--- src/rtl/keypad_matrix_responder_if.sv ---
// Command and keypad-matrix signal bundle between the keypad scanner side and the responder.
interface keypad_matrix_responder_if #(
    parameter int unsigned HOLD_W = 16
) ();
    logic [2:0]        key_col;
    logic              cmd_valid;
    logic [3:0]        cmd_key;
    logic [HOLD_W-1:0] cmd_hold;
    logic              cmd_ready;
    logic [3:0]        key_row;
    logic              busy;
    logic              done;
    logic              cmd_err;
    logic [7:0]        hit_cnt;

    modport master (
        output key_col, cmd_valid, cmd_key, cmd_hold,
        input  cmd_ready, key_row, busy, done, cmd_err, hit_cnt
    );

    modport slave (
        input  key_col, cmd_valid, cmd_key, cmd_hold,
        output cmd_ready, key_row, busy, done, cmd_err, hit_cnt
    );
endinterface

--- src/rtl/keypad_matrix_responder.sv ---
// Emulates a 3x4 keypad key press: answers the scanner's one-hot column strobes with the
// row of the commanded key for a programmable hold time, then releases for a fixed gap.
module keypad_matrix_responder #(
    parameter int unsigned HOLD_W     = 16,
    parameter int unsigned GAP_CYCLES = 2500
) (
    input  logic                      clk,
    input  logic                      rst,
    keypad_matrix_responder_if.slave  kp
);

    localparam int unsigned GAP_W  = $clog2(GAP_CYCLES + 1);
    localparam int unsigned KEY_MAX = 11;

    typedef enum logic [1:0] {
        ST_IDLE  = 2'd0,
        ST_PRESS = 2'd1,
        ST_GAP   = 2'd2
    } state_e;

    state_e            state_q;
    logic [2:0]        col_q;
    logic [3:0]        row_q;
    logic [HOLD_W-1:0] hold_cnt_q;
    logic [GAP_W-1:0]  gap_cnt_q;
    logic [3:0]        key_row_q;
    logic [3:0]        key_row_d;
    logic [7:0]        hit_cnt_q;
    logic [7:0]        hit_cnt_d;
    logic              cmd_ready_q;
    logic              busy_q;
    logic              done_q;
    logic              cmd_err_q;

    logic [2:0]        dec_col_c;
    logic [3:0]        dec_row_c;
    logic              key_ok_c;
    logic [HOLD_W-1:0] hold_eff_c;
    logic              accept_c;
    logic              col_match_c;

    // Key code to (column strobe, row response) of the physical keypad.
    always_comb begin
        dec_col_c = 3'b100;
        dec_row_c = 4'b1000;
        unique case (kp.cmd_key)
            4'd1:    begin dec_col_c = 3'b001; dec_row_c = 4'b0001; end
            4'd4:    begin dec_col_c = 3'b001; dec_row_c = 4'b0010; end
            4'd7:    begin dec_col_c = 3'b001; dec_row_c = 4'b0100; end
            4'd10:   begin dec_col_c = 3'b001; dec_row_c = 4'b1000; end
            4'd2:    begin dec_col_c = 3'b010; dec_row_c = 4'b0001; end
            4'd5:    begin dec_col_c = 3'b010; dec_row_c = 4'b0010; end
            4'd8:    begin dec_col_c = 3'b010; dec_row_c = 4'b0100; end
            4'd0:    begin dec_col_c = 3'b010; dec_row_c = 4'b1000; end
            4'd3:    begin dec_col_c = 3'b100; dec_row_c = 4'b0001; end
            4'd6:    begin dec_col_c = 3'b100; dec_row_c = 4'b0010; end
            4'd9:    begin dec_col_c = 3'b100; dec_row_c = 4'b0100; end
            default: begin dec_col_c = 3'b100; dec_row_c = 4'b1000; end
        endcase
    end

    // A latched column is always one-hot, so a multi-bit or empty strobe never compares equal.
    always_comb begin
        key_ok_c    = (kp.cmd_key <= 4'(KEY_MAX));
        hold_eff_c  = (kp.cmd_hold == '0) ? HOLD_W'(1) : kp.cmd_hold;
        accept_c    = (state_q == ST_IDLE) && kp.cmd_valid && key_ok_c;
        col_match_c = (state_q == ST_PRESS) && (kp.key_col == col_q);
        key_row_d   = col_match_c ? row_q : 4'b0000;

        hit_cnt_d = hit_cnt_q;
        if (accept_c) begin
            hit_cnt_d = 8'd0;
        end else if (col_match_c && (hit_cnt_q != 8'hFF)) begin
            hit_cnt_d = hit_cnt_q + 8'd1;
        end
    end

    // Press sequencer: IDLE -> PRESS (hold) -> GAP (release) -> IDLE.
    always_ff @(posedge clk) begin
        if (rst) begin
            state_q     <= ST_IDLE;
            col_q       <= 3'b000;
            row_q       <= 4'b0000;
            hold_cnt_q  <= '0;
            gap_cnt_q   <= '0;
            key_row_q   <= 4'b0000;
            hit_cnt_q   <= 8'd0;
            cmd_ready_q <= 1'b1;
            busy_q      <= 1'b0;
            done_q      <= 1'b0;
            cmd_err_q   <= 1'b0;
        end else begin
            done_q    <= 1'b0;
            cmd_err_q <= 1'b0;
            key_row_q <= key_row_d;
            hit_cnt_q <= hit_cnt_d;

            unique case (state_q)
                ST_IDLE: begin
                    if (kp.cmd_valid) begin
                        if (key_ok_c) begin
                            col_q       <= dec_col_c;
                            row_q       <= dec_row_c;
                            hold_cnt_q  <= hold_eff_c;
                            state_q     <= ST_PRESS;
                            cmd_ready_q <= 1'b0;
                            busy_q      <= 1'b1;
                        end else begin
                            cmd_err_q <= 1'b1;
                        end
                    end
                end

                ST_PRESS: begin
                    hold_cnt_q <= hold_cnt_q - HOLD_W'(1);
                    if (hold_cnt_q == HOLD_W'(1)) begin
                        gap_cnt_q <= GAP_W'(GAP_CYCLES);
                        state_q   <= ST_GAP;
                    end
                end

                ST_GAP: begin
                    gap_cnt_q <= gap_cnt_q - GAP_W'(1);
                    if (gap_cnt_q == GAP_W'(1)) begin
                        state_q     <= ST_IDLE;
                        done_q      <= 1'b1;
                        cmd_ready_q <= 1'b1;
                        busy_q      <= 1'b0;
                    end
                end

                default: begin
                    state_q     <= ST_IDLE;
                    cmd_ready_q <= 1'b1;
                    busy_q      <= 1'b0;
                end
            endcase
        end
    end

    assign kp.key_row   = key_row_q;
    assign kp.hit_cnt   = hit_cnt_q;
    assign kp.cmd_ready = cmd_ready_q;
    assign kp.busy      = busy_q;
    assign kp.done      = done_q;
    assign kp.cmd_err   = cmd_err_q;

endmodule
--- src/flat_wrapper.sv ---
// flat-port wrapper written by rule: the top's interface ports become plain ports
module keypad_matrix_responder_flat 
#(
    parameter int unsigned HOLD_W     = 16,
    parameter int unsigned GAP_CYCLES = 2500
)
  (clk, rst, kp_key_col, kp_cmd_valid, kp_cmd_key, kp_cmd_hold, kp_cmd_ready, kp_key_row, kp_busy, kp_done, kp_cmd_err, kp_hit_cnt);
  keypad_matrix_responder_if #(.HOLD_W(HOLD_W)) kp_i ();
  input  logic clk;
  input  logic rst;
  input wire logic [$bits(kp_i.key_col)-1:0] kp_key_col;
  input wire logic [$bits(kp_i.cmd_valid)-1:0] kp_cmd_valid;
  input wire logic [$bits(kp_i.cmd_key)-1:0] kp_cmd_key;
  input wire logic [$bits(kp_i.cmd_hold)-1:0] kp_cmd_hold;
  output wire logic [$bits(kp_i.cmd_ready)-1:0] kp_cmd_ready;
  output wire logic [$bits(kp_i.key_row)-1:0] kp_key_row;
  output wire logic [$bits(kp_i.busy)-1:0] kp_busy;
  output wire logic [$bits(kp_i.done)-1:0] kp_done;
  output wire logic [$bits(kp_i.cmd_err)-1:0] kp_cmd_err;
  output wire logic [$bits(kp_i.hit_cnt)-1:0] kp_hit_cnt;
  assign kp_i.key_col = kp_key_col;
  assign kp_i.cmd_valid = kp_cmd_valid;
  assign kp_i.cmd_key = kp_cmd_key;
  assign kp_i.cmd_hold = kp_cmd_hold;
  assign kp_cmd_ready = kp_i.cmd_ready;
  assign kp_key_row = kp_i.key_row;
  assign kp_busy = kp_i.busy;
  assign kp_done = kp_i.done;
  assign kp_cmd_err = kp_i.cmd_err;
  assign kp_hit_cnt = kp_i.hit_cnt;
  keypad_matrix_responder #(.HOLD_W(HOLD_W), .GAP_CYCLES(GAP_CYCLES)) u_core (.clk(clk), .rst(rst), .kp(kp_i));
endmodule
--- config.mk ---
export PLATFORM = sky130hd
export DESIGN_NAME = keypad_matrix_responder_flat
export DESIGN_NICKNAME = d
export VERILOG_FILES = /design/src/rtl/keypad_matrix_responder_if.sv /design/src/rtl/keypad_matrix_responder.sv /design/src/flat_wrapper.sv
export SDC_FILE = /design/constraint.sdc
export NUM_CORES = 1
export LEC_CHECK = 0
export CAP_MARGIN = 20
export CELL_PAD_IN_SITES_DETAIL_PLACEMENT = 0
export CELL_PAD_IN_SITES_GLOBAL_PLACEMENT = 1
export CORE_ASPECT_RATIO = 1.1
export CORE_MARGIN = 2
export CORE_UTILIZATION = 30
export CTS_CLUSTER_SIZE = 20
export DETAILED_ROUTE_END_ITERATION = 8
export GPL_ROUTABILITY_DRIVEN = 0
export PLACE_DENSITY_LB_ADDON = 0.3
export SLEW_MARGIN = 5
export SYNTH_ARGS = -nofsm -noshare
export SYNTH_HDL_FRONTEND = slang
export SYNTH_SLANG_ARGS = --single-unit
--- constraint.sdc ---
create_clock -name clk -period 1.8 [get_ports clk]
set_input_delay 0.36 -clock clk [delete_from_list [all_inputs] [get_ports clk]]
set_output_delay 0.36 -clock clk [all_outputs]
set_load 0.02 [all_outputs]
==> impl_metrics.csv, run 1 <==
group,metric,value,unit
run_status,status,"finished clean",
sta,layout_min_cycle_time,1.756,ns
worst_hold_path,hp-start,"u_core.row_q[2]",
synth,syn_area,2715,sq um
finish,fill_cells,938,
pwr,powerDensity,707.0,nW/um^2
grt,antenna_found_initial,0,
clock_network,clk_pin_slew,0.11,ns
placed_design,portBuffers,41,
finish,nets,456,
detailed_routing,vias,2703,
detailed_routing,drc_errors,0,
placed_design,dp_slack,-0.2055,ns
clock_network,cts_hold_buf,0,
synth,synth_edf_count,0,
worst_setup_path,path_cells,"nor4b_4 -> buf_4 -> nand2_4 -> or4_4 -> or2_1 -> a21oi_2",
clock_network,cts_buffer_depth,2,
grt,grt_max_degree,23,
synth,synth_warnings,0,
placed_design,post-dp-hpwl,5611,microns
sta,final_max_slew_viol_count,0,
synth,synthesis.nets,369,
finish,area_growth,40.60,%
floorplanning,die_h,103.8,microns
detailed_routing,antenna_left,0,
worst_setup_path,worstPathRequired,2.06,ns
floorplanning,die_area,9828,sq um
sta,tightest_slew,0.4931,ns
grt,grt-ovfl-total,0,
flow_run,maxCapViolCount,0,
worst_setup_path,cp-start-kind,"flop",
grt,grt_pass1_vias,2555,
floorplanning,io_pins,42,
detailed_routing,drt-initial-drc-count,83,
grt,grt_usage,15.21,%
pwr,p_leak,1.441,nW
finish,multi_input_area,1675,sq um
sta,rsz0062_at_grt,"true",
synth,seq_area_frac_synth,39.08,%
pwr,peakVddDrop,0.3430,mV
synth,syn_area_per_cell,8.129,sq um
synth,syn_inst,334,
finish,final_common_cell,"buf_4",
grt,grt_pass1_wl,12220,microns
clock_network,cts_buffers,5,
synth,synth_seq_cells,53,
clock_network,cts_root_buf,"clkbuf_8",
clock_network,cts_tree,"done",
worst_setup_path,critical_path.slowest_cell,"or4_4",
clock_network,insertion_delay,0.31,ns
sta,max_slew_margin,67.13,%
floorplanning,core-area,8828,sq um
clock_network,cts_sinks,53,
sta,period_share,97.55,%
worst_setup_path,worstSetupStartpoint,"u_core.gap_cnt_q[3]",
finish,drive_above_1_share,21.80,%
synth,synth.distinct_cells,51,
sta,setup_violations,0,
sta,worst_clock_skew,0.01055,ns
floorplanning,die_w,94.71,microns
detailed_routing,wl_per_cell,13.87,microns
finish,seqCellArea,1066,sq um
detailed_routing,drt_wl_total,7433,microns
floorplanning,rows,36,
worst_setup_path,criticalPathCategory,"reg2reg",
worst_setup_path,crit_family,"simple AND/OR/NAND/NOR gates",
synth,synth_ff_type,"dfxtp_1",
sta,fmax,0.5695,GHz
worst_setup_path,r2r_start,"u_core.gap_cnt_q[3]",
detailed_routing,dr.pass1.iters,4,
detailed_routing,vias_per_cell,5.043,
floorplanning,initial_core_util,30.75,%
synth,async_flop_share,0,%
worst_setup_path,cp-end-kind,"flop",
worst_setup_path,slowest_delay,0.48,ns
sta,layout_setup_ws,0.04403,ns
finish,layout_common_cells,"buf_4 (52), dfxtp_1 (49), clkdlybuf4s50_1 (39), nand2_1 (32), nor2_1 (30)",
pwr,power,2.699,mW
worst_setup_path,crit_path_max_fanout,4,
worst_hold_path,holdCritPathClass,"reg2reg",
finish,n_antenna_cell,0,
clock_network,htree_levels,2,
worst_setup_path,crit_arrival,2.01,ns
finish,finish.utilization,43.24,%
worst_setup_path,cp.buffers_inverters,1,
sta,hold_violations,0,
cell families (layout without fill, tap and decap cells):
group,count (synthesis),count (layout),synth area share [%]
fa+ha+maj,9,9,4.148
simple gates,157,157,30.78
xor+xnor,16,16,5.161
mux,2,2,0.7834
flops,53,53,39.08
compound gates,74,74,16.64
buf+inv,23,111,3.410
worst reg2reg max path, cell delays in order (launching register included):
cell,delay (ns)
dfxtp_2,0.35
nor4b_4,0.30
buf_4,0.17
nand2_4,0.06
or4_4,0.48
or2_1,0.25
a21oi_2,0.10
flip-flops by register name, indices dropped and copies added, names as in the netlist:
register	cells
u_core.col_q	3
u_core.gap_cnt_q	12
u_core.hold_cnt_q	16
u_core.kp.busy	1
u_core.kp.cmd_err	1
u_core.kp.cmd_ready	1
u_core.kp.done	1
u_core.kp.hit_cnt	8
u_core.kp.key_row	4
u_core.row_q	4
u_core.state_q	2
final cells by class:
class                           count  share of cell area, %
Clock buffer                        5                  1.803
Clock inverter                      3                 0.5572
Inverter                           10                 0.9833
Multi-Input combinational cell    258                  43.89
Sequential cell                    53                  27.93
Tap cell                          114                  3.736
Timing Repair Buffer               93                  21.11
Yosys cell counts, types with 6 or more instances:
master    count  area, sq um
ha_1          9        112.6
xnor2_1      11        96.34
o21ai_0      12        60.06
clkbuf_1      9        33.78
inv_1         9        33.78
o211ai_1      8        60.06
dfxtp_1      53         1061
nor3_1       21        105.1
nor4_1       10        62.56
a21oi_1      31        155.2
nand3_1      17        85.08
nor2_1       31        116.4
nor2b_1       6        37.54
nand2_1      34        127.6
path summary, 6_finish.rpt:
kind	end	slack (ns)	depth (start not counted)
setup / recovery	u_core.gap_cnt_q[10]	0.04	6
hold / removal	u_core.kp.key_row[2]	0.48	1
setup reg to reg	u_core.gap_cnt_q[10]	0.04	6
hold reg to reg	u_core.kp.key_row[2]	0.48	1
per-layer routing:
| layer | vias to the layer above | track usage, % | part of all wire, % |
|---|---|---|---|
| met5 | - | 0 | 0 |
| met4 | 0 | 3.727 | 1.3 |
| met3 | 9 | 2.255 | 3.7 |
| met2 | 59 | 25.53 | 49 |
| met1 | 1251 | 20.31 | 46 |
| li1 | 1384 | - | - |
power breakdown:
part           internal [mW]  total [mW]  leakage [nW]  switching [mW]
sequential              1.24        1.30         0.433          0.0585
combinational          0.337       0.698         0.963           0.361
clock                  0.277       0.705        0.0445           0.428
what timing repair did:
| action | in CTS | in global routing |
|---|---|---|
| buffers inserted | 0 | 3 |
| hold endpoints to repair | 0 | 0 |
| gates resized for setup | 3 | 25 |
| pin swaps | 0 | 10 |
| endpoints found under the setup margin | 11 | 22 |
per-stage QoR:
step                cells  TNS [ns]  cell area [sq um]  hold slack, ns
finish                536         0               3817          0.4761
detailed placement    525    -2.288               3581          0.4512
global placement      525    -1.407               3581          0.4431
CTS                   533  -0.05205               3689          0.4791
global route          536  -0.09218               3817          0.4958
floorplan             334         0               2715          0.4113
(Power assumes the default switching activity.)
==> run 2, diff against run 1 <==
HOLD_SLACK_MARGIN = 0.05   (was unset)
==> results of run 2 <==
Same layout as run 1: the final DEF is identical, and so are final timing and power.
==> run 3, diff against run 2 <==
ABC_AREA = 1   (was unset)
GPL_ROUTABILITY_DRIVEN = 1   (was 0)
==> run 3 against run 2 <==
  * Hold slack worse by 0.036 ns
  * Utilization is 4.1 points lower
  * Via count is 14% higher
  * Global-route usage rose by 0.43 points
  * Sequential cell count unchanged
  * Combinational power is 2% lower
  * Largest power group unchanged
  * Critical path depth fell by 5
  * Power is 0.42% lower
  * Largest cell class unchanged
  * Non-clock buffer count shrank 27
==> impl_metrics.csv, run 3 <==
group,metric,value,unit
pwr,seq_power_share,47.5,%
synth,async_flop_share,0,%
detailed_routing,drc_errors,0,
worst_setup_path,r2r_start,"u_core.hold_cnt_q[0]",
finish,nets,566,
pwr,power,2.688,mW
sta,fmax,0.5754,GHz
finish,regMostFlops,"u_core.hold_cnt_q",
floorplanning,die_area,10860,sq um
synth,synth_area_leader_cell,"dfxtp_1",
pwr,p_leak,1.690,nW
clock_network,cts_hold_buf,0,
worst_setup_path,worstPathRequired,1.44,ns
floorplanning,rows,38,
placed_design,gp_congestion,0.8461,
worst_setup_path,crit_arrival,1.38,ns
finish,largest_reg_flops,16,
synth,yosysTopAreaCellShare,35.22,%
pwr,combPwrFrac,25.4,%
synth,synth_seq_cells,53,
detailed_routing,vias,3094,
worst_setup_path,path_cells,"clkdlybuf4s50_1",
finish,final_common_cell,"nand2_1",
grt,grt_usage,15.64,%
finish,area_growth,27.91,%
synth,synth.distinct_cells,35,
sta,period_share,96.55,%
detailed_routing,drt-initial-drc-count,133,
sta,layout_min_cycle_time,1.738,ns
floorplanning,die_h,109.1,microns
synth,synth_warnings,0,
run_status,status,"finished clean",
worst_setup_path,cp-start-kind,"flop",
clock_network,cts-resized-gates,0,
finish,n_antenna_cell,0,
synth,seq_area_frac_synth,35.22,%
pwr,peakVddDrop,0.3098,mV
synth,synthSimpleGateAreaFrac,35.59,%
detailed_routing,antenna_left,0,
grt,grt-ovfl-total,0,
floorplanning,die_w,99.55,microns
grt,grt_max_degree,28,
worst_setup_path,crit_path_max_fanout,5,
synth,yosys.area_share.adder,3.738,%
worst_setup_path,criticalPathCategory,"reg2out",
worst_setup_path,cp.depth,1,
synth,synth_edf_count,0,
sta,max_slew_margin,77.76,%
worst_setup_path,crit_family,"buffers and inverters",
synth,syn_area,3013,sq um
detailed_routing,vias_per_cell,4.745,
placed_design,post-dp-hpwl,6223,microns
clock_network,insertion_delay,0.32,ns
clock_network,cts_setup_buffers,0,
finish,finish.utilization,39.16,%
worst_hold_path,hold_depth,2,
synth,yosysMostFrequentCell,"nand2_1",
sta,worst_clock_skew,0.01032,ns
worst_setup_path,r2r_setup_slack,0.22,ns
finish,layout_common_cells,"nand2_1 (111), inv_1 (66), nor2_1 (57), dfxtp_1 (53), nand3_1 (49)",
synth,synth_ff_type,"dfxtp_1",
worst_setup_path,rr_worst_depth,9,
sta,tightest_slew,0.3305,ns
detailed_routing,wl_per_cell,12.20,microns
grt,grt_pass1_wl,13660,microns
clock_network,cts_buffers,5,
worst_hold_path,holdPathEnd,"u_core.kp.key_row[2]",
pwr,power_frac_clock,27.1,%
worst_setup_path,cp.buffers_inverters,1,
pwr,sw_frac_of_total,33.23,%
finish,drive_above_1_share,8.083,%
pwr,power_switching,0.8930,mW
clock_network,cts_sinks,53,
sta,fin_setup_tns,0,ns
synth,synth_mux_area_share,0,%
worst_setup_path,critical_path.slowest_cell,"clkdlybuf4s50_1",
sta,setup_violations,0,
placed_design,portBuffers,41,
synth,syn_area_per_cell,6.438,sq um
detailed_routing,dr.pass1.iters,4,
worst_hold_path,holdCritPathClass,"reg2reg",
synth,synth_top_family_by_area,"simple AND/OR/NAND/NOR gates",
clock_network,clk_pin_slew,0.10,ns
pwr,powerDensity,697.4,nW/um^2
floorplanning,io_pins,42,
synth,yosys-top-cells-count,"nand2_1 (111), inv_1 (66), nor2_1 (59)",
synth,synth_area_leaders,"dfxtp_1 (35%), nand2_1 (14%), inv_1 (8.2%)",
synth,syn_inst,468,
clock_network,htree_levels,2,
worst_setup_path,slowest_delay,0.63,ns
floorplanning,initial_core_util,30.61,%
worst_hold_path,hp-start,"u_core.row_q[2]",
worst_setup_path,timing.rr.end,"u_core.hold_cnt_q[10]",
grt,grt_pass1_vias,2990,
synth,synth_compound_area_share,13.29,%
clock_network,cts_buffer_depth,2,
detailed_routing,drt_wl_total,7957,microns
floorplanning,core-area,9842,sq um
grt,antenna_found_initial,0,
clock_network,cts_tree,"done",
sta,hold_violations,0,
sta,final_max_slew_viol_count,0,
pwr,p_int,1.795,mW
clock_network,cts_root_buf,"clkbuf_8",
synth,synthesis.nets,503,
sta,rsz0062_at_grt,"false",
synth,synth_xor_area_share,2.035,%
worst_setup_path,cp-end-kind,"output pin",
flow_run,maxCapViolCount,0,
## run 3: changes by cell type after synthesis, moves of 14 or more
cell     before  now
nor2_1       31   59
o21ai_0      12   28
nor3_1       21    7
nand3_1      17   49
nand2_1      34  111
inv_1         9   66
## run 3: power by group through the flow
stage	Sequential [mW]	Clock [mW]	Combinational, mW
floorplan	1.31	0	0.415
global placement	1.30	0	0.680
CTS	1.28	0.765	0.686
detailed placement	1.30	0	0.682
global route	1.28	0.798	0.786
finish	1.28	0.729	0.681
## run 3: metal layers
metal | track usage, % | routed length (microns) | vias to the layer above
met4 | 5.871 | 124 | 0
met5 | 0 | 0 | -
met3 | 2.244 | 246 | 9
met2 | 27.12 | 3764 | 53
li1 | - | - | 1639
met1 | 19.70 | 3821 | 1393
## run 3: how the worst max path moves through the flow
stage | from | end | slack [ns]
finish | u_core.kp.hit_cnt[3] | kp_hit_cnt[3] | 0.06
floorplan | u_core.kp.hit_cnt[0] | u_core.kp.hit_cnt[7] | 0.28
detailed placement | kp_cmd_key[3] | u_core.hold_cnt_q[13] | -0.03
global placement | kp_cmd_key[3] | u_core.hold_cnt_q[13] | -0.01
CTS | u_core.kp.hit_cnt[6] | kp_hit_cnt[6] | 0.02
global route | u_core.kp.hit_cnt[7] | kp_hit_cnt[7] | 0.008
## run 3: through the flow
step           cells  instance area, sq um  worst slack, ns  hold slack (ns)
2_1_floorplan    468                  3013           0.2837           0.4104
3_3_place_gp     644                  3749         -0.01236           0.4244
3_5_place_dp     644                  3749         -0.03233           0.4274
4_1_cts          652                  3844          0.02220           0.4447
5_1_grt          652                  3854         0.007577           0.4741
6_report         652                  3854          0.06213           0.4399
## run 3: final cells by class
type | count | area (sq um)
clock buffer | 5 | 68.82
sequential | 53 | 1061
multi-input combinational | 337 | 1652
fill | 1028 | 5988
timing repair buffer | 66 | 640.6
inverter | 68 | 255.2
clock inverter | 3 | 26.28
tap | 120 | 150.1
## run 3: kinds of logic after synthesis
| kind of cell | Yosys count |
|---|---|
| simple gates | 246 |
| buf+inv | 78 |
| compound gates | 75 |
| flops | 53 |
| fa+ha+maj | 9 |
| xor+xnor | 7 |
